$ cat src/rtl/pic_prio_core.sv
// Interrupt priority core: IMR/IRR/ISR, rotating or fixed priority, two-pulse INTA, EOI/AEOI.
// Optional poll command enabled by defining PIC_PRIO_POLL_EN.
module pic_prio_core #(
    parameter int NUM_IRQ = 8,
    parameter int IDX_W   = $clog2(NUM_IRQ),
    parameter int VEC_W   = 8
) (
    input  logic                   clk,
    input  logic                   rst_n,
    input  logic [NUM_IRQ-1:0]     irq_in,
    input  logic                   ltim,
    input  logic                   aeoi,
    input  logic                   rotate_en,
    input  logic [VEC_W-IDX_W-1:0] vec_base,
    input  logic                   imr_we,
    input  logic [NUM_IRQ-1:0]     imr_wdata,
    input  logic                   eoi_req,
    input  logic                   eoi_specific,
    input  logic [IDX_W-1:0]       eoi_idx,
    input  logic                   inta_n,
`ifdef PIC_PRIO_POLL_EN
    input  logic                   poll_req,
    output logic [7:0]             poll_word,
`endif
    output logic                   int_out,
    output logic [VEC_W-1:0]       vec_out,
    output logic                   vec_valid,
    output logic [NUM_IRQ-1:0]     imr,
    output logic [NUM_IRQ-1:0]     irr,
    output logic [NUM_IRQ-1:0]     isr
);

    localparam logic [IDX_W-1:0] LAST_IDX = IDX_W'(NUM_IRQ - 1);

    typedef enum logic [1:0] {IDLE, ACK1, ACK2} state_t;

    typedef struct packed {
        logic             found;
        logic [IDX_W-1:0] idx;
        logic [IDX_W-1:0] rank;   // 0 = highest priority
    } prio_t;

    state_t               state, state_n;
    logic [NUM_IRQ-1:0]   irq_prev;
    logic                 inta_q;
    logic [IDX_W-1:0]     ptr, ptr_n, sel;
    logic                 spurious;
    logic [NUM_IRQ-1:0]   irr_n, isr_n;
    logic [IDX_W-1:0]     eff_ptr;
    prio_t                cand, isr_hi;
    logic                 inta_fall, inta_rise;
    logic                 ack1_go, ack2_go, ack_done, take, int_n;

    // Scan starts just after the lowest-priority pointer and wraps.
    function automatic prio_t find_hi(input logic [NUM_IRQ-1:0] vec,
                                      input logic [IDX_W-1:0]   p);
        prio_t r;
        int    j;
        r = '0;
        for (int k = 0; k < NUM_IRQ; k++) begin
            j = (int'(p) + 1 + k) % NUM_IRQ;
            if (!r.found && vec[j]) begin
                r.found = 1'b1;
                r.idx   = IDX_W'(j);
                r.rank  = IDX_W'(k);
            end
        end
        return r;
    endfunction

    assign inta_fall = inta_q & ~inta_n;
    assign inta_rise = ~inta_q & inta_n;
    assign eff_ptr   = rotate_en ? ptr : LAST_IDX;
    assign cand      = find_hi(irr & ~imr, eff_ptr);
    assign isr_hi    = find_hi(isr, eff_ptr);

    // NOTE: every signal written here gets a default first, so no path leaves it unassigned and no latch is inferred.
    always_comb begin
        state_n  = state;
        ack1_go  = 1'b0;
        ack2_go  = 1'b0;
        ack_done = 1'b0;
        case (state)
            IDLE:    if (inta_fall) begin state_n = ACK1; ack1_go  = 1'b1; end
            ACK1:    if (inta_fall) begin state_n = ACK2; ack2_go  = 1'b1; end
            ACK2:    if (inta_rise) begin state_n = IDLE; ack_done = 1'b1; end
            default: state_n = IDLE;
        endcase

        take = ack1_go & cand.found;
`ifdef PIC_PRIO_POLL_EN
        if (poll_req && state == IDLE && !inta_fall && cand.found)
            take = 1'b1;
`endif

        irr_n = ltim ? irq_in : (irr | (irq_in & ~irq_prev));
        if (take)
            irr_n[cand.idx] = 1'b0;

        isr_n = isr;
        ptr_n = ptr;
        if (ack_done && aeoi && !spurious) begin
            isr_n[sel] = 1'b0;
            if (rotate_en) ptr_n = sel;
        end
        // EOI is applied after AEOI so that its index wins the pointer.
        if (eoi_req) begin
            if (eoi_specific) begin
                if (int'(eoi_idx) < NUM_IRQ) begin
                    isr_n[eoi_idx] = 1'b0;
                    if (rotate_en) ptr_n = eoi_idx;
                end
            end else if (isr_hi.found) begin
                isr_n[isr_hi.idx] = 1'b0;
                if (rotate_en) ptr_n = isr_hi.idx;
            end
        end
        if (take)
            isr_n[cand.idx] = 1'b1;

        int_n = cand.found && (!isr_hi.found || cand.rank < isr_hi.rank) && !take;
    end

    // NOTE: sequential state uses non-blocking assignments so all registers update from the same pre-edge values.
    always_ff @(posedge clk or negedge rst_n) begin
        if (!rst_n) begin
            state     <= IDLE;
            imr       <= '0;
            irr       <= '0;
            isr       <= '0;
            irq_prev  <= '0;
            inta_q    <= 1'b1;
            ptr       <= LAST_IDX;
            sel       <= '0;
            spurious  <= 1'b0;
            int_out   <= 1'b0;
            vec_out   <= '0;
            vec_valid <= 1'b0;
`ifdef PIC_PRIO_POLL_EN
            poll_word <= '0;
`endif
        end else begin
            state    <= state_n;
            irr      <= irr_n;
            isr      <= isr_n;
            ptr      <= ptr_n;
            irq_prev <= irq_in;
            inta_q   <= inta_n;
            int_out  <= int_n;
            if (imr_we)
                imr <= imr_wdata;
            if (ack1_go) begin
                sel      <= cand.found ? cand.idx : LAST_IDX;
                spurious <= ~cand.found;
            end
            if (ack2_go) begin
                vec_out   <= {vec_base, sel};
                vec_valid <= 1'b1;
            end
            if (ack_done)
                vec_valid <= 1'b0;
`ifdef PIC_PRIO_POLL_EN
            if (poll_req)
                poll_word <= (state == IDLE && !inta_fall)
                           ? {cand.found, {(7 - IDX_W){1'b0}}, cand.idx} : 8'h00;
`endif
        end
    end

endmodule

$ cat config.mk
export PLATFORM = sky130hd
export DESIGN_NAME = pic_prio_core
export DESIGN_NICKNAME = d
export VERILOG_FILES = /design/src/rtl/pic_prio_core.sv
export SDC_FILE = /design/constraint.sdc
export NUM_CORES = 1
export LEC_CHECK = 0
export CAP_MARGIN = 0
export CORE_MARGIN = 3
export CORE_UTILIZATION = 60
export DETAILED_ROUTE_END_ITERATION = 6
export DONT_BUFFER_PORTS = 1
export GPL_ROUTABILITY_DRIVEN = 0
export PLACE_DENSITY = 0.76
export SLEW_MARGIN = 20
export SYNTH_ARGS = -nofsm -noshare
export SYNTH_HDL_FRONTEND = slang
export SYNTH_SLANG_ARGS = --single-unit
$ cat constraint.sdc
create_clock -name clk -period 10.1 [get_ports clk]
set_input_delay 2.525 -clock clk [delete_from_list [all_inputs] [get_ports clk]]
set_output_delay 2.525 -clock clk [all_outputs]
set_load 0.005 [all_outputs]
# == After elaboration in Yosys (flattened, before gate mapping) ==
# Index checks and enable logic that the tools add are counted.
# word_totals
reg_bits,52
inputBits,33
# op_classes
n_lt_le_gt_ge,17
n_reduce_logical,51
muxes,99
bitwise_logic,28
addsub,8
n_eq_ne,5
# ops
cell,count
7-bit 2-to-1 mux,16
8-bit 2-to-1 mux,7
8-bit AND,6
1-bit binary-select mux with 3-bit select,16
8-bit inverter,6
1-bit 2-to-1 mux,43
4-bit by 5-bit < comparator with 1-bit output (second input constant),8
3-bit 2-to-1 mux,9
3-bit OR reduction,8
1-bit logical AND,22
1-bit logical NOT,17
3-bit by 4-bit < comparator with 1-bit output (second input constant),4
8-bit OR,2
3-bit adder (second input constant),4
1-bit demux with 3-bit select,4
3-bit by 1-bit greater-or-equal comparator with 1-bit output (second input constant),4
1-bit AND (first input constant),8
3-bit by 1-bit adder with 3-bit output (second input constant),2
3-bit by 2-bit adder with 3-bit output (second input constant),2
2-bit 2-to-1 mux,3
2-bit != test (second input constant),3
2-bit case mux with 3 select lines,1
1-bit AND,3
3-bit < comparator,1
7 further kinds,9

# == Depth between registers and ports, before layout ==
# Gate-level depths: netlist of run 1.
# depth
word_depth,40
ltp_mapped,17

# == Worst setup path after synthesis of run 1 ==
# Ideal clock, no wire load.
# synth_timing
path_kind,in2reg
startpoint,input port rotate_en
endpoint,register isr[5]
path_slack_ns,3.918
t_required_ns,9.980
path_stages,15
t_arrival_ns,6.061
n_path_buf,3
cell_sequence,buf_4 -> nor2b_1 -> buf_2 -> inv_1 -> clkbuf_1 -> ha_1 -> xnor2_2 -> mux4_2 -> nand2b_1 -> nor4_4 -> nand3_2 -> a31o_4 -> nor2_2 -> nand2_1 -> a41o_1
# synth_via
elab_chain_len,38
elab_cells_between_ends,119
cone_classes,8 x add/sub; 4 x order compare; 73 x mux; 4 x bitwise; 30 x reduce/logical
# synth_rtl
element,line,source
start: declaration,13,"input logic rotate_en,"
3-bit 2-to-1 mux *,73,assign eff_ptr = rotate_en ? ptr : LAST_IDX;
3-bit by 1-bit adder with 3-bit output *,61,j = (int'(p) + 1 + k) % NUM_IRQ;
branches (longest 35 deep; another with 3-bit by 1-bit adder with 3-bit output),n/a,
8-bit 2-to-1 mux *,118,if (take)
net isr_n[5],48,"logic [NUM_IRQ-1:0] irr_n, isr_n;"
end signal: assignment,145,isr <= isr_n;
end: declaration,30,output logic [NUM_IRQ-1:0] isr
# Mark *: on every way through the listed nets, which the timed path passes. The select of a mux whose other input is x is not followed.
# A chain may end at the register's enable or synchronous reset.

# == Worst setup path after layout of run 1 ==
# layout_timing
startpoint,input port rotate_en
endpoint,register isr[6]
# The elaborated chain is that of the path after synthesis.

==> flow_metrics.py, run 1 <==
metrics = {
    "worst_hold_path": {
        "hold_path.class": "flop to flop",
    },
    "global_route": {
        "grt_antenna_before_repair": 0,
        "grt_pass1_vias": 3690,
        "grt_max_degree": 53,
        "gr_usage_total_pct": 27.0,
        "grt_remaining_overflow": 0,
        "grt_first_pass_wirelength_um": 18400,
    },
    "critical_path": {
        "rrSetupSlack_ns": 4.95,
        "cp-end-kind": "flop",
        "critical_path.reg2reg.endpoint": "isr[6]",
        "worstPathCellList": "nand2b_1, buf_4, inv_4, ha_1, xnor2_1, xnor2_2, mux4_2, nand2_1, a21oi_1, a221oi_1, o221ai_1, inv_1, o22ai_1",
        "critPathLaunchType": "input pin",
        "crit_cells": 13,
        "setup.worst_path.start": "rotate_en",
        "crit_path_end": "isr[6]",
        "crit_required_ns": 10.32,
        "critical_path.top_delay_family": "compound AO/OA/AOI/OAI gates",
        "number_of_buffers_and_inverters_on_the_critical_path": 3,
        "worst_r2r_path_depth": 13,
        "cp_slowest_cell": "o221ai_1",
        "timing.critical_path.slowest_cell_delay_ns": 0.84,
        "critical_path_peak_fanout": 18,
        "worstSetupPathType": "input pin to flop",
        "arrival_ns": 6.86,
        "startpoint_of_the_worst_slack_reg_to_reg_timing_path": "ptr[0]",
    },
    "timing": {
        "min_period_over_period_pct": 65.8,
        "final.min_clock_period_ns": 6.64,
        "aggregate_negative_setup_slack_ns": 0,
        "max_slew_margin_pct": 32.3,
        "worstMarginPinSlew_ns": 1.02,
        "final_hold_viol_count": 0,
        "clock-skew-final_ns": 0.00897,
        "max_slew_violation_count": 0,
        "clock.fmax_ghz": 0.151,
        "finalHoldWorstSlack_ns": 0.484,
        "rsz0062_at_grt": "no",
        "final-setup-viol-count": 0,
    },
    "synth": {
        "yosys-top-cells-area": "dfrtp_1 27%, mux4_2 10%, mux2i_1 8.0%",
        "synthesis.area_per_instance_sq_um": 9.47,
        "async_reset_ff_share_pct": 100,
        "top_cells_by_count_synth": "48 x dfrtp_1, 38 x nand2_1, 35 x mux2i_1",
        "netlist_instances": 463,
        "synth.most_common_cell": "dfrtp_1",
        "synth_seq_area_share_pct": 29.8,
        "synthDominantCellAreaShare_pct": 27.4,
        "ys.flop_type": "dfrtp_1",
        "synth_seq_cells": 52,
        "netlist_area_pre_place_sq_um": 4380,
        "number_of_enable_flip_flop_cells_after_synthesis": 0,
        "synthesis.nets": 500,
        "synth.largest_area_cell": "dfrtp_1",
        "yosys_warnings": 0,
        "synth.distinct_cells": 66,
    },
    "power": {
        "clockPowerShare_pct": 7.0,
        "netSwitchingFraction_pct": 51.2,
        "cellInternalPower_mw": 0.827,
        "power.combinational.fraction_pct": 71.0,
        "sequentialPowerShare_pct": 22.0,
        "switchingPower_mw": 0.867,
        "power_density_nw_per_um2": 376,
        "vdd_ir_drop_max_mv": 0.177,
        "leakagePower_nw": 1.83,
    },
    "die": {
        "core-area_sq_um": 6940,
        "io_pins": 67,
        "floorplan.die_area_sq_um": 8370,
        "die-height_um": 91.5,
        "die_w_um": 91.5,
        "floorplan.initialDensity_pct": 63.1,
        "row_count": 30,
    },
    "finish": {
        "layout-drive-gt1-share_pct": 16.0,
        "layout.cell_area.non_filler_sq_um": 4500,
        "antennaDiodeCount": 0,
        "layout-area-overhead-vs-synth_pct": 2.65,
        "layout.nets": 486,
        "cell_count_final_fillers_out": 546,
    },
    "clocking": {
        "cts_hold_buffers": 0,
        "clk_pin_slew_ns": 0.09,
        "worst_skew_late_latency_ns": 0.31,
        "cts_post_setup_buffers_inserted": 0,
        "cts_tree": "done",
        "post_cts_resized": 0,
        "cts.path.max_buffers": 2,
        "clock_sink_count": 52,
        "clock_tree.root_cell": "clkbuf_8",
        "cts_buffers": 5,
        "htreeDepth": 2,
    },
    "drt": {
        "detail_route.vias_per_cell": 6.96,
        "dr.pass1.iters": 5,
        "drt_first_iter_violations": 333,
        "post_drt_wl_per_cell_um": 20.9,
        "route.detailed.drc": 0,
        "drtAntennaViolNets": 0,
        "routed_wl_um": 11400,
        "num_vias": 3799,
    },
    "placement": {
        "dp_hpwl_um": 8760,
        "placed_area_sq_um": 4410,
        "dp.cells": 538,
        "io_buffers": 0,
    },
    "run_status": {
        "outcome": "finished, final reports clean",
    },
    "job": {
        "maxCapViolations": 0,
    },
}
## power groups by stage
stage                     clock [mW]  combinational, mW  sequential, mW
after CTS                      0.121               1.17           0.369
final                          0.118               1.20           0.372
after global placement             0               1.14           0.370
after global routing           0.129               1.30           0.379
after detailed placement           0               1.17           0.372
after floorplan                    0              0.965           0.330
## cell usage in the layout, fill, tap and decap left out, types with 3 or more instances in the layout
cell / count
dfrtp_1: 48
a211o_1: 4
a21oi_1: 34
nor2b_1: 24
nand3b_1: 4
nand2b_1: 29
xnor2_2: 3
mux4_2: 20
o21ai_0: 18
nor2_1: 28
mux2_2: 20
o211ai_1: 4
nand2_1: 38
mux2i_1: 35
o31ai_1: 3
o311ai_0: 3
nor3_1: 7
dfstp_2: 4
nand3_1: 13
a211oi_1: 3
o221ai_1: 8
and3_1: 3
inv_1: 13
and3b_1: 3
buf_4: 3
o22ai_1: 13
a32oi_1: 3
ha_1: 4
clkbuf_8: 5
mux2_1: 4
and2_1: 3
## worst register-to-register path, delay by kind of cell, from the launching register on
kind                     cells  cell delay, ns
AO/OA/AOI/OAI                4            1.40
adder cells (fa/ha/maj)      1            0.30
multiplexers                 1            0.43
buffers and inverters        3            0.81
XOR/XNOR                     2            0.73
AND/OR/NAND/NOR              2            0.76
flip-flops                   1            0.63
## per-stage QoR
stage	util, %	worst slack (ns)	power, mW
finish	64.8	3.46	1.69
floorplan	-	3.92	1.29
global placement	63.4	3.09	1.51
global route	64.8	3.21	1.81
detailed placement	63.4	2.93	1.54
CTS	64.7	3.24	1.66
## cell type report
cell class / instances / area (sq um)
Tap cell: 96 / 120
Clock inverter: 2 / 13.8
Fill cell: 580 / 2440
Timing Repair Buffer: 3 / 22.5
Inverter: 15 / 58.8
Clock buffer: 6 / 72.6
Sequential cell: 52 / 1310
Multi-Input combinational cell: 372 / 2910
## layer usage
metal  vias up  global-route usage, %  share of wire [%]
li1       1709                      -                  -
met3        32                   2.98                8.3
met2       238                   45.3                 48
met1      1820                   36.8                 41
met5         -                      0                  0
met4         0                   7.66                2.4
## worst min path at each step
stage | cells after the start | endpoint | from | slack (ns)
floorplan | 1 | state[0] | state[1] | 0.44
global placement | 1 | state[0] | state[1] | 0.46
detailed placement | 1 | state[0] | state[1] | 0.47
CTS | 1 | state[0] | state[1] | 0.49
global route | 1 | state[0] | state[1] | 0.51
finish | 1 | state[0] | state[1] | 0.48
## cell families (layout without fill, tap and decap cells)
| kind of cell | Yosys count | in the layout | synth area share, % |
|---|---|---|---|
| adders and majority gates | 4 | 4 | 1.14 |
| AOI/OAI and AO/OA | 116 | 116 | 17.9 |
| DFF | 52 | 52 | 29.8 |
| muxes | 82 | 82 | 25.4 |
| and+or+nand+nor | 165 | 165 | 20.3 |
| xor gates and xnor gates | 5 | 5 | 1.17 |
| buffers and inverters | 39 | 26 | 4.25 |
## flip-flops by register name (all words and copies together), names as in the netlist
signal	cells
imr	8
irq_prev	8
irr	8
isr	8
vec_out	8
ptr	3
sel	3
state	2
int_out	1
inta_q	1
spurious	1
vec_valid	1
No activity file was read; power rests on OpenSTA's default activity.
==> run 2: changes to the inputs <==
--- a/config.mk
+++ b/config.mk
@@ -7,11 +7,11 @@
 export LEC_CHECK = 0
 export CAP_MARGIN = 0
 export CORE_MARGIN = 3
-export CORE_UTILIZATION = 60
+export CORE_UTILIZATION = 59
 export DETAILED_ROUTE_END_ITERATION = 6
 export DONT_BUFFER_PORTS = 1
 export GPL_ROUTABILITY_DRIVEN = 0
-export PLACE_DENSITY = 0.76
+export PLACE_DENSITY = 0.78
 export SLEW_MARGIN = 20
 export SYNTH_ARGS = -nofsm -noshare
 export SYNTH_HDL_FRONTEND = slang
==> constraint.sdc (replaced) <==
create_clock -name clk -period 6 [get_ports clk]
set_input_delay 1.5 -clock clk [delete_from_list [all_inputs] [get_ports clk]]
set_output_delay 1.5 -clock clk [all_outputs]
set_load 0.005 [all_outputs]
==> flow_metrics.py, run 2 (synthesized netlist as in run 1, its figures left out) <==
metrics = {
    "timing": {
        "max_slew_violation_count": 0,
        "worstMarginPinSlew_ns": 1.05,
        "clock-skew-final_ns": 0.00936,
        "min_period_over_period_pct": 86.0,
        "aggregate_negative_setup_slack_ns": 0,
        "rsz0062_at_grt": "no",
        "clock.fmax_ghz": 0.194,
        "max_slew_margin_pct": 29.9,
        "final_hold_viol_count": 0,
        "final-setup-viol-count": 0,
        "final.min_clock_period_ns": 5.16,
    },
    "clocking": {
        "worst_skew_late_latency_ns": 0.31,
        "clock_sink_count": 52,
        "cts_post_setup_buffers_inserted": 0,
        "post_cts_resized": 0,
        "cts.path.max_buffers": 2,
        "cts_tree": "done",
        "cts_hold_buffers": 0,
        "clk_pin_slew_ns": 0.09,
        "htreeDepth": 2,
        "cts_buffers": 5,
        "clock_tree.root_cell": "clkbuf_8",
    },
    "power": {
        "clockPowerShare_pct": 7.4,
        "power_density_nw_per_um2": 631,
        "vdd_ir_drop_max_mv": 0.322,
        "leakagePower_nw": 1.85,
        "switchingPower_mw": 1.45,
        "sequentialPowerShare_pct": 21.9,
        "power.combinational.fraction_pct": 70.7,
        "cellInternalPower_mw": 1.41,
        "netSwitchingFraction_pct": 50.7,
    },
    "critical_path": {
        "startpoint_of_the_worst_slack_reg_to_reg_timing_path": "ptr[0]",
        "setup.worst_path.start": "rotate_en",
        "crit_required_ns": 6.15,
        "timing.critical_path.mode_cell": "xnor2_1",
        "number_of_buffers_and_inverters_on_the_critical_path": 1,
        "critPathLaunchType": "input pin",
        "worstPathCellList": "nor2b_1, inv_1, ha_1, xnor2_1, xnor2_1, mux2i_1, mux2_2, nor4_4, nand3_1, a31oi_2, and3_1, o22ai_1",
        "cp-end-kind": "flop",
        "critical_path_peak_fanout": 11,
        "critical_path.top_delay_family": "simple AND/OR/NAND/NOR gates",
        "cp_slowest_cell": "xnor2_1",
        "arrival_ns": 5.31,
        "rrSetupSlack_ns": 1.49,
        "timing.critical_path.slowest_cell_delay_ns": 0.81,
        "worstSetupPathType": "input pin to flop",
    },
    "die": {
        "core-area_sq_um": 6980,
        "die-height_um": 92.2,
        "row_count": 30,
        "io_pins": 67,
        "floorplan.die_area_sq_um": 8500,
        "floorplan.initialDensity_pct": 62.8,
        "die_w_um": 92.2,
    },
    "global_route": {
        "grt_remaining_overflow": 0,
        "grt_first_pass_wirelength_um": 18600,
        "gr_usage_total_pct": 27.2,
        "grt_antenna_before_repair": 0,
        "grt_max_degree": 53,
        "grt_pass1_vias": 3642,
    },
    "worst_hold_path": {
        "timing.hold.worst.start": "state[1]",
        "hold_path.class": "flop to flop",
    },
    "drt": {
        "drt_first_iter_violations": 365,
        "dr.pass1.iters": 4,
        "detail_route.vias_per_cell": 6.89,
        "routed_wl_um": 11300,
        "route.detailed.drc": 0,
        "num_vias": 3782,
        "post_drt_wl_per_cell_um": 20.6,
        "drtAntennaViolNets": 0,
    },
    "job": {
        "maxCapViolations": 0,
    },
    "finish": {
        "most_common_cell_after_layout_fill_and_taps_aside": "dfrtp_1",
        "finish.utilization_pct": 64.8,
        "layout-area-overhead-vs-synth_pct": 3.23,
        "layout-drive-gt1-share_pct": 16.6,
        "layout.nets": 489,
        "most-common-layout-cells": "48 x dfrtp_1, 38 x nand2_1, 35 x mux2i_1",
        "nFillCells": 597,
        "antennaDiodeCount": 0,
    },
    "run_status": {
        "outcome": "finished, final reports clean",
    },
    "placement": {
        "dp_hpwl_um": 8670,
        "io_buffers": 0,
    },
}
-- run 2: cell types whose count changed in the layout (fill, tap and decap cells not counted), sizes merged --
cell / delta
buf: +3
-- run 2: final timing paths --
kind	to	depth (start not counted)
max in group asynchronous	inta_q	0
max	isr[0]	12
min reg2reg	state[0]	1
max reg2reg	isr[0]	12
min in group asynchronous	irr[0]	0
min	state[0]	1
-- run 2: area by class of cell --
class / instances / area, sq um / share of cell area (%)
clock buffers: 6 / 82.6 / 1.83
clock inverters: 2 / 13.8 / 0.304
flip-flops and latches: 52 / 1310 / 28.9
multi-input cells: 372 / 2900 / 64.0
well taps: 96 / 120 / 2.65
repair buffers: 6 / 45.0 / 0.996
inverters: 15 / 58.8 / 1.30
-- run 2: stage by stage --
step / setup slack [ns] / hold slack [ns] / area, sq um / cells / power [mW]
2_1_floorplan: 0.843 / 0.444 / 4380 / 463 / 2.18
3_3_place_gp: 0.730 / 0.456 / 4430 / 541 / 2.54
3_5_place_dp: 0.583 / 0.462 / 4430 / 541 / 2.59
4_1_cts: 0.894 / 0.475 / 4520 / 549 / 2.81
5_1_grt: 0.532 / 0.511 / 4520 / 549 / 3.07
6_report: 0.840 / 0.471 / 4520 / 549 / 2.86
-- run 2: power groups by stage --
stage / clock network [mW] / logic (mW) / registers [mW]
final: 0.211 / 2.02 / 0.626
after global routing: 0.228 / 2.20 / 0.644
after floorplan: 0 / 1.62 / 0.555
after global placement: 0 / 1.92 / 0.623
after detailed placement: 0 / 1.96 / 0.628
after CTS: 0.218 / 1.97 / 0.622
-- run 2: layer usage --
layer / GRT usage (%) / part of all wire [%]
met4: 7.55 / 1.6
met2: 43.7 / 48
met3: 6.07 / 10
met1: 37.3 / 40
met5: 0 / 0
-- run 2: worst register-to-register path: cells and delay by family (launching register included) --
family | cells | cell delay [ns]
and+or+nand+nor | 4 | 1.23
xor gates and xnor gates | 2 | 0.97
muxes | 2 | 0.70
DFF | 1 | 0.62
AOI/OAI and AO/OA | 2 | 0.52
adders and majority gates | 1 | 0.26
buffers and inverters | 1 | 0.04
